[config.mk]
export PLATFORM = sky130hd
export DESIGN_NAME = load_store_unit
export DESIGN_NICKNAME = d
export VERILOG_FILES = /design/src/rtl/load_store_unit.sv
export SDC_FILE = /design/constraint.sdc
export NUM_CORES = 1
export LEC_CHECK = 0
export CAP_MARGIN = 25
export CORE_MARGIN = 4
export CORE_UTILIZATION = 41
export DETAILED_ROUTE_END_ITERATION = 7
export GPL_TIMING_DRIVEN = 0
export HOLD_SLACK_MARGIN = 0.15
export PLACE_DENSITY = 0.78
export SKIP_LAST_GASP = 1
export SLEW_MARGIN = 5
export SYNTH_ARGS = -nofsm -noshare
export SYNTH_HDL_FRONTEND = slang
export SYNTH_SLANG_ARGS = --single-unit
[constraint.sdc]
create_clock -name clk -period 4 [get_ports clk]
set_clock_uncertainty 0.05 [all_clocks]
set_input_delay 0.8 -clock clk [delete_from_list [all_inputs] [get_ports clk]]
set_output_delay 0.8 -clock clk [all_outputs]
set_load 0.01 [all_outputs]
[src/rtl/load_store_unit.sv]
// Initiator side of the big-endian, byte-addressed data-memory port: turns byte/half/word
// loads and stores into word-granular MemRead/MemWrite cycles; sub-word stores use read-modify-write.
module load_store_unit #(
    parameter int unsigned MEM_BYTES = 256
) (
    input  logic        clk,
    input  logic        reset,
    input  logic        req,
    input  logic        is_store,
    input  logic [1:0]  size,
    input  logic        load_unsigned,
    input  logic [31:0] addr,
    input  logic [31:0] wdata,
    output logic [31:0] rdata,
    output logic        busy,
    output logic        done,
    output logic        misaligned,
    output logic        out_of_range,
    output logic [31:0] MemAddr,
    output logic [31:0] MemWriteData,
    output logic        MemRead,
    output logic        MemWrite,
    input  logic [31:0] MemReadData
);

    localparam logic [29:0] WORD_LIMIT = 30'(MEM_BYTES / 4);

    typedef enum logic [1:0] {IDLE, RD, CAP, WR} stateT;
    stateT state, stateNext;

    logic        isStoreQ, unsignedQ;
    logic [1:0]  sizeQ, laneQ;
    logic [15:0] wdataQ;

    logic        reqHalf, reqWord, reqMis, reqOor;
    logic [7:0]  selByte;
    logic [15:0] selHalf;
    logic [31:0] loadVal, mergedWord;

    logic [31:0] rdataN, memAddrN, memWdN;
    logic        busyN, doneN, misN, oorN, memReadN, memWriteN;

    // size 11 is handled as a word everywhere, hence size[1] alone selects word
    assign reqHalf = (size == 2'b01);
    assign reqWord = size[1];
    assign reqMis  = (reqHalf && addr[0]) || (reqWord && (addr[1:0] != 2'b00));
    assign reqOor  = (addr[31:2] >= WORD_LIMIT);

    always_comb begin
        selByte = MemReadData[7:0];
        case (laneQ)
            2'd0:    selByte = MemReadData[31:24];
            2'd1:    selByte = MemReadData[23:16];
            2'd2:    selByte = MemReadData[15:8];
            default: selByte = MemReadData[7:0];
        endcase
        selHalf = laneQ[1] ? MemReadData[15:0] : MemReadData[31:16];

        if (sizeQ[1])
            loadVal = MemReadData;
        else if (sizeQ[0])
            loadVal = {{16{~unsignedQ & selHalf[15]}}, selHalf};
        else
            loadVal = {{24{~unsignedQ & selByte[7]}}, selByte};

        mergedWord = MemReadData;
        if (sizeQ == 2'b00) begin
            case (laneQ)
                2'd0:    mergedWord[31:24] = wdataQ[7:0];
                2'd1:    mergedWord[23:16] = wdataQ[7:0];
                2'd2:    mergedWord[15:8]  = wdataQ[7:0];
                default: mergedWord[7:0]   = wdataQ[7:0];
            endcase
        end else if (laneQ[1]) begin
            mergedWord[15:0] = wdataQ;
        end else begin
            mergedWord[31:16] = wdataQ;
        end
    end

    always_comb begin
        stateNext = state;
        rdataN    = rdata;
        memAddrN  = MemAddr;
        memWdN    = MemWriteData;
        doneN     = 1'b0;
        misN      = 1'b0;
        oorN      = 1'b0;
        memReadN  = 1'b0;
        memWriteN = 1'b0;
        case (state)
            IDLE: begin
                if (req) begin
                    if (reqMis || reqOor) begin
                        doneN = 1'b1;
                        misN  = reqMis;
                        oorN  = reqOor;
                    end else begin
                        memAddrN = {addr[31:2], 2'b00};
                        if (is_store && reqWord) begin
                            stateNext = WR;
                            memWriteN = 1'b1;
                            memWdN    = wdata;
                        end else begin
                            stateNext = RD;
                            memReadN  = 1'b1;
                        end
                    end
                end
            end
            RD: stateNext = CAP;
            CAP: begin
                if (isStoreQ) begin
                    stateNext = WR;
                    memWriteN = 1'b1;
                    memWdN    = mergedWord;
                end else begin
                    stateNext = IDLE;
                    rdataN    = loadVal;
                    doneN     = 1'b1;
                end
            end
            default: begin
                stateNext = IDLE;
                doneN     = 1'b1;
            end
        endcase
        busyN = (stateNext != IDLE);
    end

    // Strobes and flags are registered copies of the next-state decode so every output is a flop
    always_ff @(posedge clk or posedge reset) begin
        if (reset) begin
            state        <= IDLE;
            rdata        <= '0;
            busy         <= 1'b0;
            done         <= 1'b0;
            misaligned   <= 1'b0;
            out_of_range <= 1'b0;
            MemAddr      <= '0;
            MemWriteData <= '0;
            MemRead      <= 1'b0;
            MemWrite     <= 1'b0;
            isStoreQ     <= 1'b0;
            unsignedQ    <= 1'b0;
            sizeQ        <= '0;
            laneQ        <= '0;
            wdataQ       <= '0;
        end else begin
            state        <= stateNext;
            rdata        <= rdataN;
            busy         <= busyN;
            done         <= doneN;
            misaligned   <= misN;
            out_of_range <= oorN;
            MemAddr      <= memAddrN;
            MemWriteData <= memWdN;
            MemRead      <= memReadN;
            MemWrite     <= memWriteN;
            if (state == IDLE && req) begin
                isStoreQ  <= is_store;
                unsignedQ <= load_unsigned;
                sizeQ     <= size;
                laneQ     <= addr[1:0];
                wdataQ    <= wdata[15:0];
            end
        end
    end

endmodule

==> flow_summary.yaml, run 1 <==
clock_tree:
  cts_post_setup_buffers_inserted: 0
  htree_levels: 4
  clk-insertion-delay-late_ps: 420
  clock_slew_at_the_register_clock_pins_of_the_worst_setup_and_hold_paths_ps: 60
  ctsRootBufferMaster: "sky130_fd_sc_hd__clkbuf_16"
  clockBufferDepth: 2
  cts.repair.resized: 0
  clock_sink_count: 124
  cts_tree: "done"
  hold_buffers: 0
  numCtsBuffers: 17
timing:
  fin_crit_period_ps: 3070
  setup_viol_count_final: 0
  grt_setup_unrepaired: "false"
  fin_crit_sh_pct: 76.7
  timing_hold_violations_final: 0
  timing.max_slew.rel_slack_pct: 36.2
  tightestPinTransition_ps: 955
  slew_violations: 0
  clock.fmax_mhz: 326
  setup_total_negative_slack_ps: 0
worst_setup_path:
  ff2ff_setup_slack_ps: 1510
  cp_slowest_cell: "sky130_fd_sc_hd__nor4_1"
  endpoint_kind: "register"
  criticalPathCategory: "in2reg"
  critical_path_peak_fanout: 10
  worst-r2r-cell-count: 5
  crit_path_max_incr_delay_ps: 810
  timing.critical_path.mode_cell: "sky130_fd_sc_hd__nor4_1"
  worst_endpoint_data_arrival_time_ps: 3320
  crit-reg2reg-capture: "rdata[24]$_DFFE_PP0P_"
  setup.worst_path.start_class: "input pin"
  worst_r2r_startpoint: "laneQ[1]$_DFFE_PP0P_"
  cp.required_ps: 4260
  worstPathCellList: "clkdlybuf4s50_1 > nor4_1 > nand4_1 > nor4_1 > buf_2 > mux2_2"
worst_hold_path:
  timing.hold.worst_path_depth: 2
  hold_path_class: "reg2reg"
  timing.hold.worst_endpoint: "wdataQ[12]$_DFFE_PP0P_"
  hold_start: "wdataQ[12]$_DFFE_PP0P_"
place:
  port-buffer-count: 202
  gp_weighted_congestion: 0.898
  place_area_sq_um: 8190
  detailedPlacementHpwl_um: 14500
route:
  route.detailed.vias_per_inst: 5.44
  drc_errors: 0
  antenna_left: 0
  num_vias: 5572
  routed_wirelength_um: 19300
  drt-wirelength-per-cell_um: 18.9
  drt_pass1_iterations: 5
  dr.first_iter.drc_count: 484
floorplanning:
  die_h_um: 128
  placeableCoreArea_sq_um: 13900
  die_area_sq_um: 16300
  start_util_pct: 42.1
  fp-row-count: 43
  boundaryPins: 205
  die_w_um: 128
grt:
  global_route_wire_length_before_repair_um: 29500
  grt_max_degree: 41
  grt_pass1_vias: 5470
  globalRouteOverflowTotal: 0
  antenna_found_initial: 0
  grt_usage_pct: 23.4
synthesis:
  avgSynthCellArea_sq_um: 9.69
  ys.warnings.count: 0
  synth_seq_cells: 124
  post_synth_num_cell_types: 43
  post_synth_instance_area_sq_um: 5870
  portion_of_the_post_synthesis_area_used_by_sequential_elements_pct: 52.8
  syn_inst: 606
cells_and_area:
  layout_common_cells: "sky130_fd_sc_hd__clkdlybuf4s50_1, sky130_fd_sc_hd__dfrtp_1, sky130_fd_sc_hd__nand2_1, sky130_fd_sc_hd__nor2_1, sky130_fd_sc_hd__a21oi_1"
  final_cell_area_sq_um: 8810
  flow.area_growth_from_synthesis_pct: 50.0
  finalCoreUtilization_pct: 63.2
  layout.cells.most_common: "sky130_fd_sc_hd__clkdlybuf4s50_1"
  antenna-diode-count: 0
  total_nets_final: 934
  drive_above_1_share_pct: 9.24
pwr:
  irDropWorstVdd_mv: 0.285
  p_leak_nw: 3.85
  power_density_nw_per_um2: 380
status:
  status: "complete, no violations"
flow_run:
  drv_cap: 0
## cells by family (layout without fill, tap and decap cells)
kind of cell           after synthesis  after routing  share of synthesized area [%]
other                                1              2                         0.0639
multiplexers                        50             50                           10.3
flip-flops                         124            124                           52.8
AND/OR/NAND/NOR                    227            227                           17.1
buffers and inverters               51            288                           4.09
AO/OA/AOI/OAI                      153            153                           15.6
## state kept, by name (all words and copies together) (netlist names), 2 cells and up
name          cells
state             2
wdataQ           16
laneQ             2
MemAddr          30
MemWriteData     32
rdata            32
sizeQ             2
## worst max-delay path by stage
stage / to / startpoint / depth (start not counted)
6_report: MemAddr[3]$_DFFE_PP0P_ / addr[19] / 6
5_1_grt: MemAddr[3]$_DFFE_PP0P_ / addr[22] / 6
4_1_cts: MemAddr[3]$_DFFE_PP0P_ / addr[19] / 6
3_5_place_dp: MemAddr[3]$_DFFE_PP0P_ / addr[19] / 6
3_3_place_gp: rdata[16]$_DFFE_PP0P_ / reset / 2
2_1_floorplan: MemAddr[2]$_DFFE_PP0P_ / addr[22] / 5
## worst max-delay path: cells and delay by family
family        cells  cell delay (ps)
mux               1              360
simple gates      3             1390
buf+inv           2              760
## cells in the mapped netlist (all sizes together)
cell type | instances | area [sq um]
dfrtp | 124 | 3100
nand2 | 105 | 394
nor2 | 66 | 248
o21ai | 52 | 264
a21oi | 51 | 259
clkbuf | 35 | 131
nor2b | 26 | 163
mux2 | 25 | 330
mux2i | 23 | 230
o31ai | 16 | 120
a221oi | 14 | 123
buf | 9 | 82.6
nand3 | 8 | 40.0
inv | 7 | 26.3
nor4 | 7 | 62.6
o22ai | 7 | 43.8
a22oi | 6 | 45.0
nand2b | 3 | 18.8
or2 | 3 | 18.8
a211oi | 2 | 15.0
and2 | 2 | 12.5
mux4 | 2 | 45.0
or3 | 2 | 12.5
or4 | 2 | 15.0
a2111oi | 1 | 15.0
a21boi | 1 | 7.51
a31oi | 1 | 6.26
conb | 1 | 3.75
nand4 | 1 | 6.26
nor3 | 1 | 5.00
nor4b | 1 | 8.76
o311ai | 1 | 8.76
o31a | 1 | 8.76
## through the flow
stage | setup WS [ps] | power [mW] | cells | hold WS, ps
after floorplan | 1400 | 1.52 | 607 | 396
after global placement | 438 | 1.73 | 989 | 412
after detailed placement | 449 | 1.74 | 992 | 419
after CTS | 882 | 3.36 | 1024 | 434
after global routing | 664 | 3.46 | 1024 | 459
final | 931 | 3.34 | 1024 | 430
## where the power goes
group | switching (mW) | internal [mW]
logic | 0.218 | 0.197
registers | 0.0227 | 1.28
clock network | 0.578 | 1.04
total | 0.819 | 2.53
## layout make-up
type / instances / area [sq um]
fill: 1118 / 5120
sequential: 124 / 3100
multi-input combinational: 432 / 2530
timing repair buffer: 205 / 2080
clock buffer: 18 / 429
tap: 180 / 225
buffer: 44 / 214
clock inverter: 14 / 194
inverter: 7 / 30.0
## routing by layer
| metal | share of wire [%] | vias up | GRT usage, % | routed length, um |
|---|---|---|---|---|
| li1 | - | 2557 | - | - |
| met1 | 39 | 2662 | 29.4 | 7580 |
| met2 | 46 | 309 | 36.9 | 8880 |
| met5 | 0 | - | 0 | 0 |
| met3 | 12 | 44 | 9.21 | 2260 |
| met4 | 3.1 | 0 | 8.55 | 593 |
No activity file was read; power rests on OpenSTA's default activity.
==> inputs of run 2 (changes only) <==
--- a/config.mk
+++ b/config.mk
@@ -7,11 +7,11 @@
 export LEC_CHECK = 0
 export CAP_MARGIN = 25
 export CORE_MARGIN = 4
-export CORE_UTILIZATION = 41
+export CORE_UTILIZATION = 46
 export DETAILED_ROUTE_END_ITERATION = 7
 export GPL_TIMING_DRIVEN = 0
 export HOLD_SLACK_MARGIN = 0.15
-export PLACE_DENSITY = 0.78
+export PLACE_DENSITY = 0.82
 export SKIP_LAST_GASP = 1
 export SLEW_MARGIN = 5
 export SYNTH_ARGS = -nofsm -noshare
==> constraint.sdc (replaced) <==
create_clock -name clk -period 3.19 [get_ports clk]
set_clock_uncertainty 0.05 [all_clocks]
set_input_delay 0.638 -clock clk [delete_from_list [all_inputs] [get_ports clk]]
set_output_delay 0.638 -clock clk [all_outputs]
set_load 0.01 [all_outputs]
==> flow_summary.yaml, run 2 (synthesized netlist as in run 1, its figures left out) <==
grt:
  globalRouteOverflowTotal: 0
  antenna_found_initial: 0
  grt_pass1_vias: 5923
  grt_max_degree: 42
  grt_usage_pct: 28.3
  global_route_wire_length_before_repair_um: 31800
place:
  detailedPlacementHpwl_um: 15300
  port-buffer-count: 202
  gp_weighted_congestion: 0.909
  preCtsSetupSlack_ps: -181
worst_setup_path:
  cp-startpoint: "addr[30]"
  worstPathCellList: "clkdlybuf4s50_1 > nor4_2 > nand4_1 > nor4_1 > buf_2 > mux2_2"
  crit-reg2reg-capture: "rdata[21]$_DFFE_PP0P_"
  crit_path_max_incr_delay_ps: 860
  setup.worst_path.end: "MemAddr[3]$_DFFE_PP0P_"
  cp.required_ps: 3440
  endpoint_kind: "register"
  critical_path_peak_fanout: 10
  worst_endpoint_data_arrival_time_ps: 3180
  ff2ff_setup_slack_ps: 660
  worst-r2r-cell-count: 5
  worst_r2r_startpoint: "laneQ[1]$_DFFE_PP0P_"
  criticalPathCategory: "in2reg"
  cp_slowest_cell: "sky130_fd_sc_hd__nor4_1"
  setup.worst_path.start_class: "input pin"
status:
  status: "complete, no violations"
route:
  met1Wirelength_um: 8030
  met3WireLength_um: 1980
  drt-wirelength-per-cell_um: 19.9
  met2RoutedLength_um: 9630
  dr.first_iter.drc_count: 429
  route.detailed.vias_per_inst: 5.54
  maxUsedRoutingLayer: "met4"
  antenna_left: 0
  routed_wirelength_um: 20200
  drc_errors: 0
  drt_pass1_iterations: 5
  num_vias: 5628
clock_tree:
  clockBufferDepth: 2
  clock_slew_at_the_register_clock_pins_of_the_worst_setup_and_hold_paths_ps: 50
  clk-insertion-delay-late_ps: 420
  numCtsBuffers: 17
  ctsRootBufferMaster: "sky130_fd_sc_hd__clkbuf_16"
  hold_buffers: 0
  cts_post_setup_buffers_inserted: 0
  cts.repair.resized: 0
  cts_tree: "done"
  clock_sink_count: 124
  htree_levels: 4
flow_run:
  drv_cap: 0
worst_hold_path:
  hold_path_class: "reg2reg"
  timing.hold.worst_path_depth: 2
  hold_start: "wdataQ[9]$_DFFE_PP0P_"
timing:
  clock.fmax_mhz: 341
  timing.max_slew.rel_slack_pct: 37.9
  timing_hold_violations_final: 0
  setup_viol_count_final: 0
  tightestPinTransition_ps: 930
  postLayoutSetupSlackWorst_ps: 259
  grt_setup_unrepaired: "false"
  slew_violations: 0
  fin_crit_sh_pct: 91.9
  worst_hold_slack_ps: 426
  fin_crit_period_ps: 2930
cells_and_area:
  total_nets_final: 934
  multiInputGateArea_sq_um: 2530
  layout.cells.most_common: "sky130_fd_sc_hd__clkdlybuf4s50_1"
  flow.area_growth_from_synthesis_pct: 50.0
  layout_common_cells: "sky130_fd_sc_hd__clkdlybuf4s50_1, sky130_fd_sc_hd__dfrtp_1, sky130_fd_sc_hd__nand2_1, sky130_fd_sc_hd__nor2_1, sky130_fd_sc_hd__a21oi_1"
  drive_above_1_share_pct: 9.24
  antenna-diode-count: 0
  finalCoreUtilization_pct: 70.1
  largest_registers: "MemWriteData x32, rdata x32, MemAddr x30"
  sequential_cell_area_sq_um: 3100
  number_of_inserted_filler_cells_in_the_final_layout: 959
pwr:
  power_density_nw_per_um2: 474
  irDropWorstVdd_mv: 0.370
  p_leak_nw: 3.86
floorplanning:
  die_h_um: 121
  fp-row-count: 41
  die_area_sq_um: 14600
  placeableCoreArea_sq_um: 12600
  start_util_pct: 46.7
  die_w_um: 121
  boundaryPins: 205
==> run 2: how the worst min path moves through the flow <==
stage	end	slack, ps
floorplan	wdataQ[10]$_DFFE_PP0P_	400
global placement	wdataQ[9]$_DFFE_PP0P_	420
detailed placement	wdataQ[9]$_DFFE_PP0P_	410
CTS	wdataQ[9]$_DFFE_PP0P_	430
global route	wdataQ[10]$_DFFE_PP0P_	460
finish	wdataQ[9]$_DFFE_PP0P_	430
==> run 2: layout make-up <==
class	count	share of cell area (%)
flip-flops and latches	124	35.2
multi-input cells	432	28.8
repair buffers	205	23.7
clock buffers	22	5.50
well taps	172	2.44
plain buffers	44	2.43
clock inverters	10	1.56
inverters	7	0.341
==> run 2: report_power, final <==
| part | switching [mW] | internal [mW] |
|---|---|---|
| Clock | 0.695 | 1.31 |
| Sequential | 0.0313 | 1.61 |
| Combinational | 0.279 | 0.248 |
| Total | 1.01 | 3.17 |
==> run 2: critical path, delay by kind of cell <==
family / cells / cell delay [ps]
muxes: 1 / 360
buffers and inverters: 2 / 790
and+or+nand+nor: 3 / 1390
==> run 2: metal layers <==
metal,track usage (%),vias to the layer above
li1,-,2554
met2,45.3,295
met1,34.9,2733
met5,0,-
met3,9.88,46
met4,11.6,0
==> run 2: metrics by stage <==
stage               cell area, sq um  TNS (ps)  power [mW]  std cells
finish                          8810         0        4.17       1016
global route                    8810         0        4.31       1016
CTS                             8810         0        4.18       1016
detailed placement              8190      -876        2.19        984
global placement                8120    -10160        2.17        981
floorplan                       5880         0        1.91        607
==> inputs of run 3 (changes only) <==
--- a/config.mk
+++ b/config.mk
@@ -5,13 +5,14 @@
 export SDC_FILE = /design/constraint.sdc
 export NUM_CORES = 1
 export LEC_CHECK = 0
-export CAP_MARGIN = 25
+export CAP_MARGIN = 40
 export CORE_MARGIN = 4
 export CORE_UTILIZATION = 46
 export DETAILED_ROUTE_END_ITERATION = 7
 export GPL_TIMING_DRIVEN = 0
 export HOLD_SLACK_MARGIN = 0.15
 export PLACE_DENSITY = 0.82
+export REMOVE_ABC_BUFFERS = 1
 export SKIP_LAST_GASP = 1
 export SLEW_MARGIN = 5
 export SYNTH_ARGS = -nofsm -noshare
==> flow_summary.yaml, run 3 (synthesized netlist as in run 1, its figures left out) <==
worst_hold_path:
  hold_path_class: "reg2reg"
  timing.hold.worst_endpoint: "wdataQ[14]$_DFFE_PP0P_"
  hold_start: "wdataQ[14]$_DFFE_PP0P_"
  timing.hold.worst_path_depth: 2
route:
  dr.first_iter.drc_count: 498
  routed_wirelength_um: 19200
  antenna_left: 0
  drt-wirelength-per-cell_um: 19.6
  route.detailed.vias_per_inst: 5.68
  drc_errors: 0
  drt_pass1_iterations: 5
  num_vias: 5558
place:
  place_area_sq_um: 8070
  port-buffer-count: 202
  preCtsSetupSlack_ps: -340
  place.detailed.instances: 946
  detailedPlacementHpwl_um: 13900
  gp_weighted_congestion: 0.884
timing:
  grt_setup_unrepaired: "false"
  tightestPinTransition_ps: 964
  setup_viol_count_final: 0
  fin_crit_period_ps: 3090
  timing_hold_violations_final: 0
  worst_hold_slack_ps: 426
  clock.fmax_mhz: 323
  postLayoutSetupSlackWorst_ps: 96.9
  slew_violations: 0
  fin_crit_sh_pct: 97.0
  timing.max_slew.rel_slack_pct: 35.7
worst_setup_path:
  critical_path_peak_fanout: 25
  cp.required_ps: 3440
  worst-r2r-cell-count: 5
  criticalPathCategory: "reg2reg"
  crit-reg2reg-capture: "MemWriteData[19]$_DFFE_PP0P_"
  ff2ff_setup_slack_ps: 100
  setup.worst_path.start_class: "register"
  worst_r2r_startpoint: "sizeQ[1]$_DFFE_PP0P_"
  endpoint_kind: "register"
  worst_endpoint_data_arrival_time_ps: 3340
cells_and_area:
  antenna-diode-count: 0
  sequential_cell_area_sq_um: 3100
  flow.area_growth_from_synthesis_pct: 48.8
  total_nets_final: 898
  finalCoreUtilization_pct: 69.5
  layout_common_cells: "sky130_fd_sc_hd__clkdlybuf4s50_1, sky130_fd_sc_hd__dfrtp_1, sky130_fd_sc_hd__nand2_1, sky130_fd_sc_hd__nor2_1, sky130_fd_sc_hd__a21oi_1"
  multiInputGateArea_sq_um: 2560
  drive_above_1_share_pct: 10.0
  final_cell_area_sq_um: 8740
  layout.cells.non_filler: 979
  layout.cells.most_common: "sky130_fd_sc_hd__clkdlybuf4s50_1"
  largest_registers: "MemWriteData x32, rdata x32, MemAddr x30"
  number_of_inserted_filler_cells_in_the_final_layout: 934
pwr:
  power_density_nw_per_um2: 480
  irDropWorstVdd_mv: 0.333
  p_leak_nw: 3.85
floorplanning:
  placeableCoreArea_sq_um: 12600
  die_h_um: 121
  start_util_pct: 46.7
  die_area_sq_um: 14600
  fp-row-count: 41
  boundaryPins: 205
  die_w_um: 121
clock_tree:
  ctsRootBufferMaster: "sky130_fd_sc_hd__clkbuf_16"
  cts_tree: "done"
  clock_sink_count: 124
  cts_post_setup_buffers_inserted: 0
  htree_levels: 4
  clock_slew_at_the_register_clock_pins_of_the_worst_setup_and_hold_paths_ps: 50
  numCtsBuffers: 17
  clockBufferDepth: 2
  clk-insertion-delay-late_ps: 410
grt:
  globalRouteOverflowTotal: 0
  grt_usage_pct: 26.8
  grt_max_degree: 97
  antenna_found_initial: 0
  grt_pass1_vias: 5735
  global_route_wire_length_before_repair_um: 30600
status:
  status: "complete, no violations"
flow_run:
  drv_cap: 0
[run 3: cell count changes in the layout (fill, tap and decap cells not counted), sizes merged]
cell and change:
clkbuf -32, clkinvlp -3, clkinv -2, buf -1, inv +1
[run 3: power by group]
part	internal (mW)	leakage, nW	switching, mW	total, mW
logic	0.240	2.01	0.243	0.483
registers	1.61	1.53	0.0541	1.67
clock network	1.37	0.315	0.681	2.05
total	3.22	3.85	0.978	4.20
[run 3: per-stage QoR]
| step | total power [mW] | TNS (ps) |
|---|---|---|
| after CTS | 4.21 | 0 |
| after floorplan | 1.90 | -123530 |
| after global placement | 2.14 | -418040 |
| after detailed placement | 2.17 | -8520 |
| final | 4.20 | 0 |
| after global routing | 4.34 | 0 |
[run 3: repair_timing]
item | CTS | global route
hold buffers | 0 | 0
resized for setup | 0 | 1
setup endpoints to repair | 0 | 16
[run 3: how the worst max path moves through the flow]
stage / startpoint / to / cells past startpoint
after floorplan: addr[22] / MemAddr[2]$_DFFE_PP0P_ / 4
after global placement: req / MemAddr[2]$_DFFE_PP0P_ / 4
after detailed placement: req / MemAddr[7]$_DFFE_PP0P_ / 7
after CTS: req / MemAddr[7]$_DFFE_PP0P_ / 7
after global routing: sizeQ[1]$_DFFE_PP0P_ / MemWriteData[19]$_DFFE_PP0P_ / 5
final: sizeQ[1]$_DFFE_PP0P_ / MemWriteData[19]$_DFFE_PP0P_ / 5
[run 3: area by class of cell]
type	count	share of cell area, %
Clock inverter	6	1.20
Multi-Input combinational cell	432	29.3
Timing Repair Buffer	213	25.2
Clock buffer	25	6.01
Sequential cell	124	35.5
Tap cell	172	2.46
Inverter	7	0.358
[run 3: worst max-delay path, stage by stage, from the launching register on]
cell	delay [ps]
sky130_fd_sc_hd__dfrtp_1	970
sky130_fd_sc_hd__inv_1	500
sky130_fd_sc_hd__a21oi_2	710
sky130_fd_sc_hd__mux2i_1	350
sky130_fd_sc_hd__a21oi_1	110
sky130_fd_sc_hd__mux2_4	270
[run 3: per-layer routing]
layer  share of wire [%]  GRT usage, %  vias to the layer above
met5                   0             0                        -
li1                    -             -                     2484
met4                 2.4          9.70                        0
met3                  11          10.0                       45
met1                  39          33.1                     2732
met2                  48          43.1                      297
